File: config.mk
export PLATFORM = sky130hd
export DESIGN_NAME = servo_frame_sequencer
export DESIGN_NICKNAME = d
export VERILOG_FILES = /design/src/rtl/servo_frame_sequencer_pkg.sv /design/src/rtl/servo_frame_sequencer_sat_timer.sv /design/src/rtl/servo_frame_sequencer.sv
export SDC_FILE = /design/constraint.sdc
export NUM_CORES = 1
export LEC_CHECK = 0
export ABC_AREA = 1
export CAP_MARGIN = 40
export CORE_ASPECT_RATIO = 0.6
export CORE_UTILIZATION = 45
export DETAILED_ROUTE_END_ITERATION = 10
export SYNTH_ARGS = -nofsm -noshare
export SYNTH_HDL_FRONTEND = slang
export SYNTH_SLANG_ARGS = --single-unit
File: constraint.sdc
create_clock -name clk -period 2.5 [get_ports clk]
set_clock_uncertainty 0.15 [all_clocks]
set_input_delay 0.625 -clock clk [delete_from_list [all_inputs] [get_ports clk]]
set_output_delay 0.625 -clock clk [all_outputs]
set_load 0.01 [all_outputs]
File: src/rtl/servo_frame_sequencer_pkg.sv
// servo_frame_sequencer_pkg: shared frame constants and receiver state encoding
package servo_frame_sequencer_pkg;
  localparam logic [7:0] START_BYTE = 8'hFF;
  localparam logic [7:0] SERVO_DEFAULT_POS = 8'd127;
  typedef enum logic [2:0] {IDLE, COUNT, DATA, CSUM, COMMIT} state_t;
endpackage

File: src/rtl/servo_frame_sequencer_sat_timer.sv
// sat_timer: saturating up-counter that flags when LIMIT cycles have elapsed
module sat_timer #(
  parameter int LIMIT = 1000
) (
  input  logic clk,
  input  logic rst_n,
  input  logic clr_i,
  input  logic en_i,
  output logic expired_o
);
  localparam int W = $clog2(LIMIT + 1);
  logic [W-1:0] cnt_q;
  always_ff @(posedge clk or negedge rst_n)
    if (!rst_n) cnt_q <= '0;
    else if (clr_i) cnt_q <= '0;
    else if (en_i && cnt_q != W'(LIMIT)) cnt_q <= cnt_q + W'(1);
  assign expired_o = cnt_q == W'(LIMIT);
endmodule

File: src/rtl/servo_frame_sequencer.sv
// servo_frame_sequencer: assembles checksummed position frames and commits them to pos_buffer
module servo_frame_sequencer
  import servo_frame_sequencer_pkg::*;
#(
  parameter int NUM_SERVOS      = 1,
  parameter int TIMEOUT_CYCLES  = 1000,
  parameter int WATCHDOG_CYCLES = 1000000
) (
  input  logic                    clk,
  input  logic                    rst_n,
  input  logic                    in_valid,
  input  logic [7:0]              in_data,
  output logic                    in_ready,
  output logic [8*NUM_SERVOS-1:0] pos_buffer,
  output logic                    trigger,
  output logic                    failsafe,
  output logic                    frame_err,
  output logic [7:0]              err_count
);
  localparam int IW = $clog2(NUM_SERVOS + 1);
  state_t state_q, state_d;
  logic [NUM_SERVOS-1:0][7:0] pos_q, stage_q;
  logic [IW-1:0] n_q, idx_q;
  logic [7:0] acc_q, err_q;
  logic trig_q, ferr_q, seen_q;
  logic accept, in_frame, is_start, last, gap_exp, wd_exp, err, commit;
  assign in_ready = state_q != COMMIT;
  assign accept = in_valid && in_ready;
  assign in_frame = state_q inside {COUNT, DATA, CSUM};
  assign is_start = in_data == START_BYTE;
  assign last = (idx_q + IW'(1)) == n_q;
  always_comb begin
    state_d = state_q;
    err = 1'b0;
    commit = 1'b0;
    case (state_q)
      IDLE: if (accept && is_start) state_d = COUNT;
      COUNT:
        if (accept && !is_start) begin
          err = in_data == 8'd0 || in_data > 8'(NUM_SERVOS);
          state_d = err ? IDLE : DATA;
        end
      DATA: if (accept) state_d = is_start ? COUNT : (last ? CSUM : DATA);
      CSUM:
        if (accept) begin
          commit = in_data == acc_q;
          err = !commit;
          state_d = commit ? COMMIT : IDLE;
        end
      default: state_d = IDLE;
    endcase
    // an accepted byte always beats a gap expiry in the same cycle
    if (in_frame && gap_exp && !accept) begin
      err = 1'b1;
      state_d = IDLE;
    end
  end
  always_ff @(posedge clk or negedge rst_n)
    if (!rst_n) begin
      state_q <= IDLE;
      pos_q <= {NUM_SERVOS{SERVO_DEFAULT_POS}};
      stage_q <= '0;
      n_q <= '0;
      idx_q <= '0;
      acc_q <= '0;
      err_q <= '0;
      trig_q <= 1'b0;
      ferr_q <= 1'b0;
      seen_q <= 1'b0;
    end else begin
      state_q <= state_d;
      trig_q <= commit;
      ferr_q <= err;
      if (err && err_q != 8'hFF) err_q <= err_q + 8'd1;
      if (commit) seen_q <= 1'b1;
      if (accept && state_q == COUNT && state_d == DATA) begin
        n_q <= in_data[IW-1:0];
        acc_q <= in_data;
        idx_q <= '0;
      end
      if (accept && state_q == DATA && !is_start) begin
        for (int i = 0; i < NUM_SERVOS; i++)
          if (idx_q == IW'(i)) stage_q[i] <= in_data;
        acc_q <= acc_q + in_data;
        idx_q <= idx_q + IW'(1);
      end
      // only the channels carried by this frame are refreshed
      if (commit)
        for (int i = 0; i < NUM_SERVOS; i++)
          if (IW'(i) < n_q) pos_q[i] <= stage_q[i];
    end
  sat_timer #(.LIMIT(TIMEOUT_CYCLES)) u_gap (
    .clk(clk), .rst_n(rst_n), .clr_i(accept || !in_frame), .en_i(1'b1), .expired_o(gap_exp)
  );
  sat_timer #(.LIMIT(WATCHDOG_CYCLES)) u_wd (
    .clk(clk), .rst_n(rst_n), .clr_i(commit), .en_i(1'b1), .expired_o(wd_exp)
  );
  assign pos_buffer = pos_q;
  assign trigger = trig_q;
  assign frame_err = ferr_q;
  assign err_count = err_q;
  assign failsafe = wd_exp || !seen_q;
endmodule

==> results.toml <==
[status]
status = "complete, no violations"

[clocking]
insertion_delay_ns = 0.33
numCtsBuffers = 9
clkTransAtPathRegs_ns = 0.06
cts_tree = "done"
root_buffer = "clkbuf_16"
postCtsHoldBufs = 0
clkSinkCount = 70
ctsLongestPathBuffers = 2
htreeDepth = 3

[worst_setup_path]
path_cells = "nor2_2, nand2_1, clkdlybuf4s50_1"
crit_path_start_kind = "flop"
reg2reg_to = "u_wd.cnt_q[1]"
r2r_start = "acc_q[0]"
reg2reg_slack_ns = 0.54
max_stage_delay_ns = 0.49
r2r_cells = 10
cp_slowest_cell = "clkdlybuf4s50_1"
worstSetupEndpointType = "primary output"
worstSetupStartpoint = "state_q[0]"
cp.required_ns = 1.73
crit_family = "buffers and inverters"
cp_data_arrival_time_ns = 1.60
cp_max_fo = 4
critPathKind = "reg -> out"
critPathBufInv = 1

[grt]
grt_pass1_vias = 3058
grt_pass1_wl_mm = 15.2
track_usage_pct = 22.4
grt_max_degree = 30
grt_antenna_before_repair = 0
grt-ovfl-total = 0

[power]
cellPowerDensity_mw_per_mm2 = 814
leakagePower_nw = 2.41
ir_worst_vdd_mv = 0.465

[detailed_routing]
vias = 3393
totalWireLength_mm = 8.85
drc = 0
post_drt_wl_per_cell_um = 13.1
drt_first_pass_iters = 5
drt_iter0_markers = 256
drt.antenna.violating_nets = 0
viasPerCell = 5.02

[place]
preCtsSetupSlack_ns = -0.162
dp_cells = 658
dp_hpwl_mm = 6.95
port_buffers = 30
routabilityCongestion = 0.875
place_area_mm2 = 0.00458

[timing]
fmax_ghz = 0.421
rsz0062_at_grt = "false"
final_hold_viol_count = 0
timing.hold.ws_ns = 0.121
setup_violations = 0
finalWorstSetupSlack_ns = 0.122
finalMaxSlewViolations = 0
timing.final.crit_share_pct = 95.1
worst_pin_slew_ns = 0.519
min_period_ns = 2.38
slew-limit-headroom_pct = 65.4

[logic_synthesis]
ys.flop_type = "dfrtp_1"
netlist_area_mm2 = 0.00388
ys_warn_count = 0
synth-edff-count = 0
ys_seq_area_share_pct = 45.4
async_flop_share_pct = 100
syn_nets = 512
ys_ff_latch = 70
synthCells = 488
synth.distinct_cells = 40
syn_area_per_cell_um2 = 7.95

[die]
start_util_pct = 47.9
fp.dieW_um = 122
die_h_um = 73.9
core_mm2 = 0.00810
io_pins = 31
num_rows = 25
die_area_mm2 = 0.00901

[hold_path]
holdCritPathClass = "in -> async"

[final_layout]
final_nets = 587
drive_above_1_share_pct = 16.0
final_cells = 676
multi_input_area_mm2 = 0.00183
antenna_cells = 0
area_delta_synth_final_pct = 25.0
fin_util_pct = 59.8
final_area_mm2 = 0.00485
seq_area_mm2 = 0.00176
nFillCells = 716

[job]
drv_cap = 0
==> stage by stage <==
stage	power, mW	setup TNS [ns]
floorplan	2.33	0
global placement	2.80	-1.78
detailed placement	2.83	-2.73
CTS	3.97	0
global route	4.24	0
finish	3.95	0
==> state kept, by name, summed over array words and instances (netlist names) <==
signal       cells
acc_q            8
stage_q          8
pos_buffer       8
err_count        8
state_q          3
u_gap.cnt_q     10
n_q              1
idx_q            1
frame_err        1
trigger          1
seen_q           1
u_wd.cnt_q      20
==> cell families (layout without fill, tap and decap cells) <==
logic type,count (synthesis),in the layout,synth area share [%]
AO/OA/AOI/OAI,59,59,8.90
flip-flops,70,70,45.4
adder cells (fa/ha/maj),13,13,4.39
XOR/XNOR,14,14,3.16
buffers and inverters,72,152,7.39
AND/OR/NAND/NOR,260,260,30.8
==> cells in the final DEF (no fill, tap or decap), types with 4 or more instances in the layout <==
cell type | netlist | layout
nand2_1 | 121 | 121
inv_1 | 63 | 63
dfrtp_1 | 63 | 63
nand3_1 | 47 | 47
nor2_1 | 41 | 41
buf_4 | 2 | 37
clkdlybuf4s50_1 | 0 | 28
o21ai_0 | 23 | 23
nor3_1 | 20 | 20
a21oi_1 | 19 | 19
nand4_1 | 12 | 12
ha_1 | 12 | 12
xor2_1 | 11 | 11
clkbuf_16 | 0 | 9
o21ai_2 | 8 | 8
dfstp_2 | 7 | 7
inv_2 | 4 | 4
clkinv_2 | 0 | 4
==> area by class of cell <==
type,instances,area share (%)
Multi-Input combinational cell,346,37.8
Sequential cell,70,36.3
Timing Repair Buffer,69,12.5
Inverter,67,5.19
Clock buffer,11,4.80
Tap cell,108,2.79
Clock inverter,5,0.568
==> worst reg2reg max path, delay by kind of cell, from the launching register on <==
| kind | cells | cell delay [ns] |
|---|---|---|
| simple gates | 7 | 0.75 |
| flops | 1 | 0.38 |
| buf+inv | 2 | 0.29 |
| fa+ha+maj | 1 | 0.28 |
==> per-layer routing <==
| layer | GRT usage (%) | routed length [um] | vias to the layer above | part of all wire [%] |
|---|---|---|---|---|
| met4 | 5.35 | 53 | 0 | 0.60 |
| met3 | 6.06 | 451 | 7 | 5.1 |
| met5 | 0 | 0 | - | 0 |
| met1 | 35.4 | 4960 | 1557 | 56 |
| li1 | - | - | 1750 | - |
| met2 | 29.4 | 3390 | 79 | 38 |
==> cell usage after synthesis, types with 2 or more instances <==
master	count	share of area, %
a21oi_1	19	2.5
a31oi_1	2	0.32
buf_4	2	0.39
dfrtp_1	63	41
dfstp_2	7	4.7
ha_1	12	3.9
inv_1	63	6.1
inv_2	4	0.39
nand2_1	121	12
nand2_2	2	0.32
nand2_4	2	0.58
nand3_1	47	6.1
nand3_2	3	0.77
nand4_1	12	1.9
nor2_1	41	4.0
nor2_2	2	0.32
nor3_1	20	2.6
nor3_2	2	0.52
o21ai_0	23	3.0
o21ai_2	8	1.8
or2_2	2	0.32
xnor2_1	3	0.68
xor2_1	11	2.5
==> timing repair <==
item,in CTS,in global routing
gates resized for setup,1,2
buffers inserted,0,2
pin swaps,1,1
setup endpoints to repair,1,1
==> report_power, final <==
| group | internal, mW | switching [mW] | total, mW |
|---|---|---|---|
| logic | 0.557 | 0.724 | 1.28 |
| registers | 1.36 | 0.183 | 1.55 |
| clock network | 0.663 | 0.454 | 1.12 |
==> how the worst max path moves through the flow <==
| stage | slack (ns) | end | cells past startpoint |
|---|---|---|---|
| after global routing | 0.03 | u_wd.cnt_q[1] | 11 |
| after floorplan | 0.46 | u_wd.cnt_q[0] | 8 |
| after CTS | 0.04 | failsafe | 7 |
| after global placement | -0.14 | u_wd.cnt_q[0] | 9 |
| after detailed placement | -0.16 | u_wd.cnt_q[0] | 11 |
| final | 0.12 | in_ready | 3 |
No activity file was read; power rests on OpenSTA's default activity.
